**config.mk**
```make
export PLATFORM = sky130hd
export DESIGN_NAME = ext
export DESIGN_NICKNAME = d
export VERILOG_FILES = /design/src/rtl/ext_pkg.sv /design/src/rtl/ext_core.sv /design/src/rtl/ext.sv
export SDC_FILE = /design/constraint.sdc
export NUM_CORES = 1
export LEC_CHECK = 0
export ABC_CLOCK_PERIOD_IN_PS = 900
export BUFFER_PORTS_ARGS = -buffer_cell sky130_fd_sc_hd__buf_4
export CORE_MARGIN = 2
export CORE_UTILIZATION = 30
export CTS_BUF_LIST = sky130_fd_sc_hd__clkbuf_4
export CTS_CLUSTER_DIAMETER = 40
export DETAILED_ROUTE_END_ITERATION = 8
export SLEW_MARGIN = 20
export SYNTH_ARGS = -nofsm -noshare
export SYNTH_HDL_FRONTEND = slang
export SYNTH_SLANG_ARGS = --single-unit
export TNS_END_PERCENT = 100
```
**constraint.sdc**
```tcl
create_clock -name clk -period 0.9 [get_ports clk]
set_clock_uncertainty 0.1 [all_clocks]
set_input_delay 0.135 -clock clk [delete_from_list [all_inputs] [get_ports clk]]
set_output_delay 0.135 -clock clk [all_outputs]
set_load 0.02 [all_outputs]
```
**src/rtl/ext_pkg.sv**
```systemverilog
// ext_pkg: shared constants for the immediate extender.
// Extension-mode encodings and default widths.
package ext_pkg;

  localparam logic EXT_ZERO = 1'b0;
  localparam logic EXT_SIGN = 1'b1;

  localparam int IMM_W = 16;
  localparam int OUT_W = 32;

endpackage

```
**src/rtl/ext_core.sv**
```systemverilog
// ext_core: combinational immediate extension.
// Load-upper, sign-extend or zero-extend of Imm.
module ext_core
  import ext_pkg::EXT_SIGN;
#(
  parameter int IMM_W = ext_pkg::IMM_W,
  parameter int OUT_W = ext_pkg::OUT_W
) (
  input  logic [IMM_W-1:0] Imm,
  input  logic             EXTop,
  input  logic             Lui,
  output logic [OUT_W-1:0] o_ext
);

  localparam int PAD_W = OUT_W - IMM_W;

  logic w_sign;
  assign w_sign = !Lui && (EXTop == EXT_SIGN);

  // select extension; load-upper wins over EXTop
  always_comb begin
    o_ext = '0;
    unique case (1'b1)
      Lui:     o_ext = {Imm, {PAD_W{1'b0}}};
      w_sign:  o_ext = {{PAD_W{Imm[IMM_W-1]}}, Imm};
      default: o_ext = {{PAD_W{1'b0}}, Imm};
    endcase
  end

endmodule

```
**src/rtl/ext.sv**
```systemverilog
// ext: registered immediate extender.
// One register stage after ext_core, with a valid flag.
module ext #(
  parameter int IMM_W = ext_pkg::IMM_W,
  parameter int OUT_W = ext_pkg::OUT_W
) (
  input  logic             clk,
  input  logic             rst_n,
  input  logic             in_valid,
  input  logic             EXTop,
  input  logic             Lui,
  input  logic [IMM_W-1:0] Imm,
  output logic [OUT_W-1:0] ExtImm,
  output logic             out_valid
);

  logic [OUT_W-1:0] w_ext;
  logic [OUT_W-1:0] r_ext;
  logic             r_vld;

  ext_core #(
    .IMM_W (IMM_W),
    .OUT_W (OUT_W)
  ) u_core (
    .Imm   (Imm),
    .EXTop (EXTop),
    .Lui   (Lui),
    .o_ext (w_ext)
  );

  // capture extended value on valid input; flag pulses per input
  always_ff @(posedge clk or negedge rst_n) begin
    if (!rst_n) begin
      r_ext <= '0;
      r_vld <= 1'b0;
    end else begin
      if (in_valid) r_ext <= w_ext;
      r_vld <= in_valid;
    end
  end

  assign ExtImm    = r_ext;
  assign out_valid = r_vld;

endmodule

```
==> results by group <==
Status
  – Run status: complete, but fails checks
  – Failing checks: hold timing, setup timing

Synth
  – Number of cells produced by synthesis: 141
  – Post-synthesis instance area: 1550 sq um
  – Main combinational cell family by area after synthesis: compound AO/OA/AOI/OAI gates
  – Number of nets produced by synthesis: 162
  – Yosys top cell by area: dfrtp_1
  – Cell types occupying the most area after synthesis: dfrtp_1 53%, a31oi_4 14%, nand3b_1 7.8%
  – Simple-gate share of the synthesized area: 16.3%
  – Number of warning messages in the yosys log: 0
  – Portion of the post-synthesis area used by sequential elements: 53.4%
  – Share of synthesized area spent on multiplexers: 0%
  – Xor/xnor cell area share of the yosys netlist: 0%
  – Distinct cell type count of the synthesized netlist: 16
  – Adder-cell share of the synthesized area: 0%
  – Fraction of the mapped netlist area in compound gates: 21.7%
  – Average cell area after synthesis: 11.0 sq um
  – Count of state elements after synthesis: 33
  – Area share of the largest cell type after synthesis: 53.4%

Placed design
  – Number of input and output port buffers inserted: 53
  – Dpl ws: -0.0492 ns
  – Final HPWL DP: 2380 um
  – Final GP Congestion: 0.736

Setup path
  – Worst reg2reg path endpoint: ExtImm[27]
  – Biggest cell delay along the critical path: 0.42 ns
  – Type of destination of the critical path: primary output
  – Worst setup path class: reg2out
  – Required time of the critical path: 0.66 ns
  – Reg-to-reg critical path startpoint: ExtImm[27]
  – Depth of the worst register-to-register path: 3
  – Worst Setup Start Kind: register
  – Critical-path cell list: buf_6
  – Data arrival time of the critical path: 0.90 ns
  – Buffers and inverters on the worst path: 1
  – Kind of cell with the highest combined delay on the critical path: flip-flops
  – Critical-path cell with the highest stage delay: dfrtp_1
  – Setup slack, reg-to-reg: -0.01 ns
  – Peak fanout along the critical path: 2

Cells and area
  – Layout overhead on the synthesized area: 67.8%
  – Ratio of cells with drive above 1 in the final layout: 45.8%
  – Most frequent cells in the layout: 37 x buf_6, 33 x dfrtp_1, 33 x buf_4
  – Final Core Density: 51.5%
  – Layout net count: 248
  – Most common cell after layout, fill and taps aside: buf_6
  – Number of antenna diodes: 0
  – Filler cells: 468

STA
  – Finish-stage setup viols: 35
  – Worst hold slack after final layout: -0.00518 ns
  – Setup repair after global routing missed its margin: true
  – Period utilization: 126%
  – Final Hold Violating Endpoints: 2
  – Final worst slack: -0.232 ns
  – Max_slew headroom: 71.9%
  – Slew at the pin closest to its max-slew limit: 0.422 ns
  – Final min period: 1.13 ns
  – Highest achievable clock rate: 883 MHz
  – Number of max-slew violations in the final report: 0

Drt
  – Via count: 1245
  – ANT nets after route: 0
  – Average via count per standard cell: 4.19
  – Number of optimization iterations in the first detailed-route pass: 4
  – Post-route DRC violation count: 0
  – WL final: 3720 um
  – Routed len/inst: 12.5 um
  – Drt first-iter violations: 49

Min path
  – Hold EP: ExtImm[15]
  – Min-delay src: Imm[15]
  – WHS Path Cells: 3
  – Path class of the lowest-slack min-delay path: in2reg

Clocking
  – Root Buffer: clkbuf_4
  – Register clock-pin slew on the reported worst setup and hold paths: 0.09 ns
  – Num CTS Buffers: 5
  – Number of sinks driven by the clock tree: 33
  – Clock H-tree levels: 2
  – Maximum clock insertion buffer count: 2
  – Clk Latency, worst-skew pair: 0.33 ns
  – TritonCTS clock tree: done

Global routing
  – GR Util All Layers: 13.7%
  – Largest net degree at the start of global routing: 34
  – First-pass GRT wire length: 5830 um
  – GRT Residual Overflow: 0
  – Vias in the first global route: 1196
  – Number of antenna violations at the first check in global routing: 0

Floorplan
  – Width of the die: 75.8 um
  – Site Rows: 26
  – I/O pin count: 54
  – Area of the core: 5040 sq um
  – Die area: 5750 sq um
  – Initial Utilization: 30.7%
  – Die Span Y: 75.8 um

Pwr
  – Cell area power density: 1410 nW/um^2
  – IR Drop Worst-Case VDD: 0.000570 V
  – Static leakage: 1.14 nW

Flow run
  – Max-cap violation count: 0
[routing by layer]
layer	part of all wire, %	global-route usage (%)	vias to the layer above	routed length [um]
met1	47	19.4	575	1740
li1	-	-	639	-
met2	47	20.2	25	1740
met3	4.4	2.78	6	165
met5	0	0	-	0
met4	1.9	6.43	0	70
[metrics by stage]
stage	hold slack, ns	total power [W]	std cells	TNS (ns)	cell area [sq um]
2_1_floorplan	-0.261	0.00218	141	0	1550
3_3_place_gp	0.00658	0.00259	260	-0.343	2070
3_5_place_dp	0.00794	0.00260	260	-0.497	2070
4_1_cts	-0.0190	0.00366	294	-7.29	2530
5_1_grt	0.00504	0.00387	297	-8.20	2600
6_report	-0.00518	0.00368	297	-6.78	2600
[kinds of logic after synthesis]
logic type             count (synthesis)
AND/OR/NAND/NOR                       47
buffers and inverters                 28
flip-flops                            33
AO/OA/AOI/OAI                         33
[report_power, final]
group          switching, W  internal, W
clock              0.000478     0.000313
combinational      0.000544     0.000624
sequential         0.000101      0.00161
total               0.00112      0.00255
[Yosys cell counts]
cell type	number
buf_4	1
buf_8	1
nor2_1	15
a31oi_4	10
dfrtp_1	33
nand3b_1	16
inv_1	17
a31oi_1	5
buf_2	7
nand2_1	15
nand3b_4	1
o211ai_1	1
clkbuf_1	1
o21ai_0	6
o21ai_1	11
clkbuf_4	1
[registers in the layout (all words and copies together) (netlist names)]
signal     count
ExtImm        32
out_valid      1
[worst max-delay path by stage]
| stage | to | slack (ns) | from | cells after the start |
|---|---|---|---|---|
| floorplan | ExtImm[18] | 0.006 | in_valid | 3 |
| global placement | ExtImm[17] | -0.03 | Lui | 4 |
| detailed placement | ExtImm[17] | -0.05 | Lui | 4 |
| CTS | ExtImm[1] | -0.24 | ExtImm[1] | 1 |
| global route | ExtImm[2] | -0.27 | ExtImm[2] | 1 |
| finish | ExtImm[23] | -0.23 | ExtImm[23] | 1 |
[what timing repair did]
action,4_1_cts,5_1_grt
endpoints found under the hold margin,55,0
resized for setup,45,14
setup buffers,10,7
hold buffers,17,0
setup endpoints to repair,33,44
pin swaps,1,3
[area by class of cell]
cell class              count  area (sq um)  share of cell area [%]
repair buffers             90           905                    34.8
flip-flops and latches     33           826                    31.8
multi-input cells          80           667                    25.7
well taps                  70          87.6                    3.37
inverters                  17          63.8                    2.46
clock buffers               6          45.0                    1.73
clock inverters             1          3.75                   0.145
(Power assumes the default switching activity.)
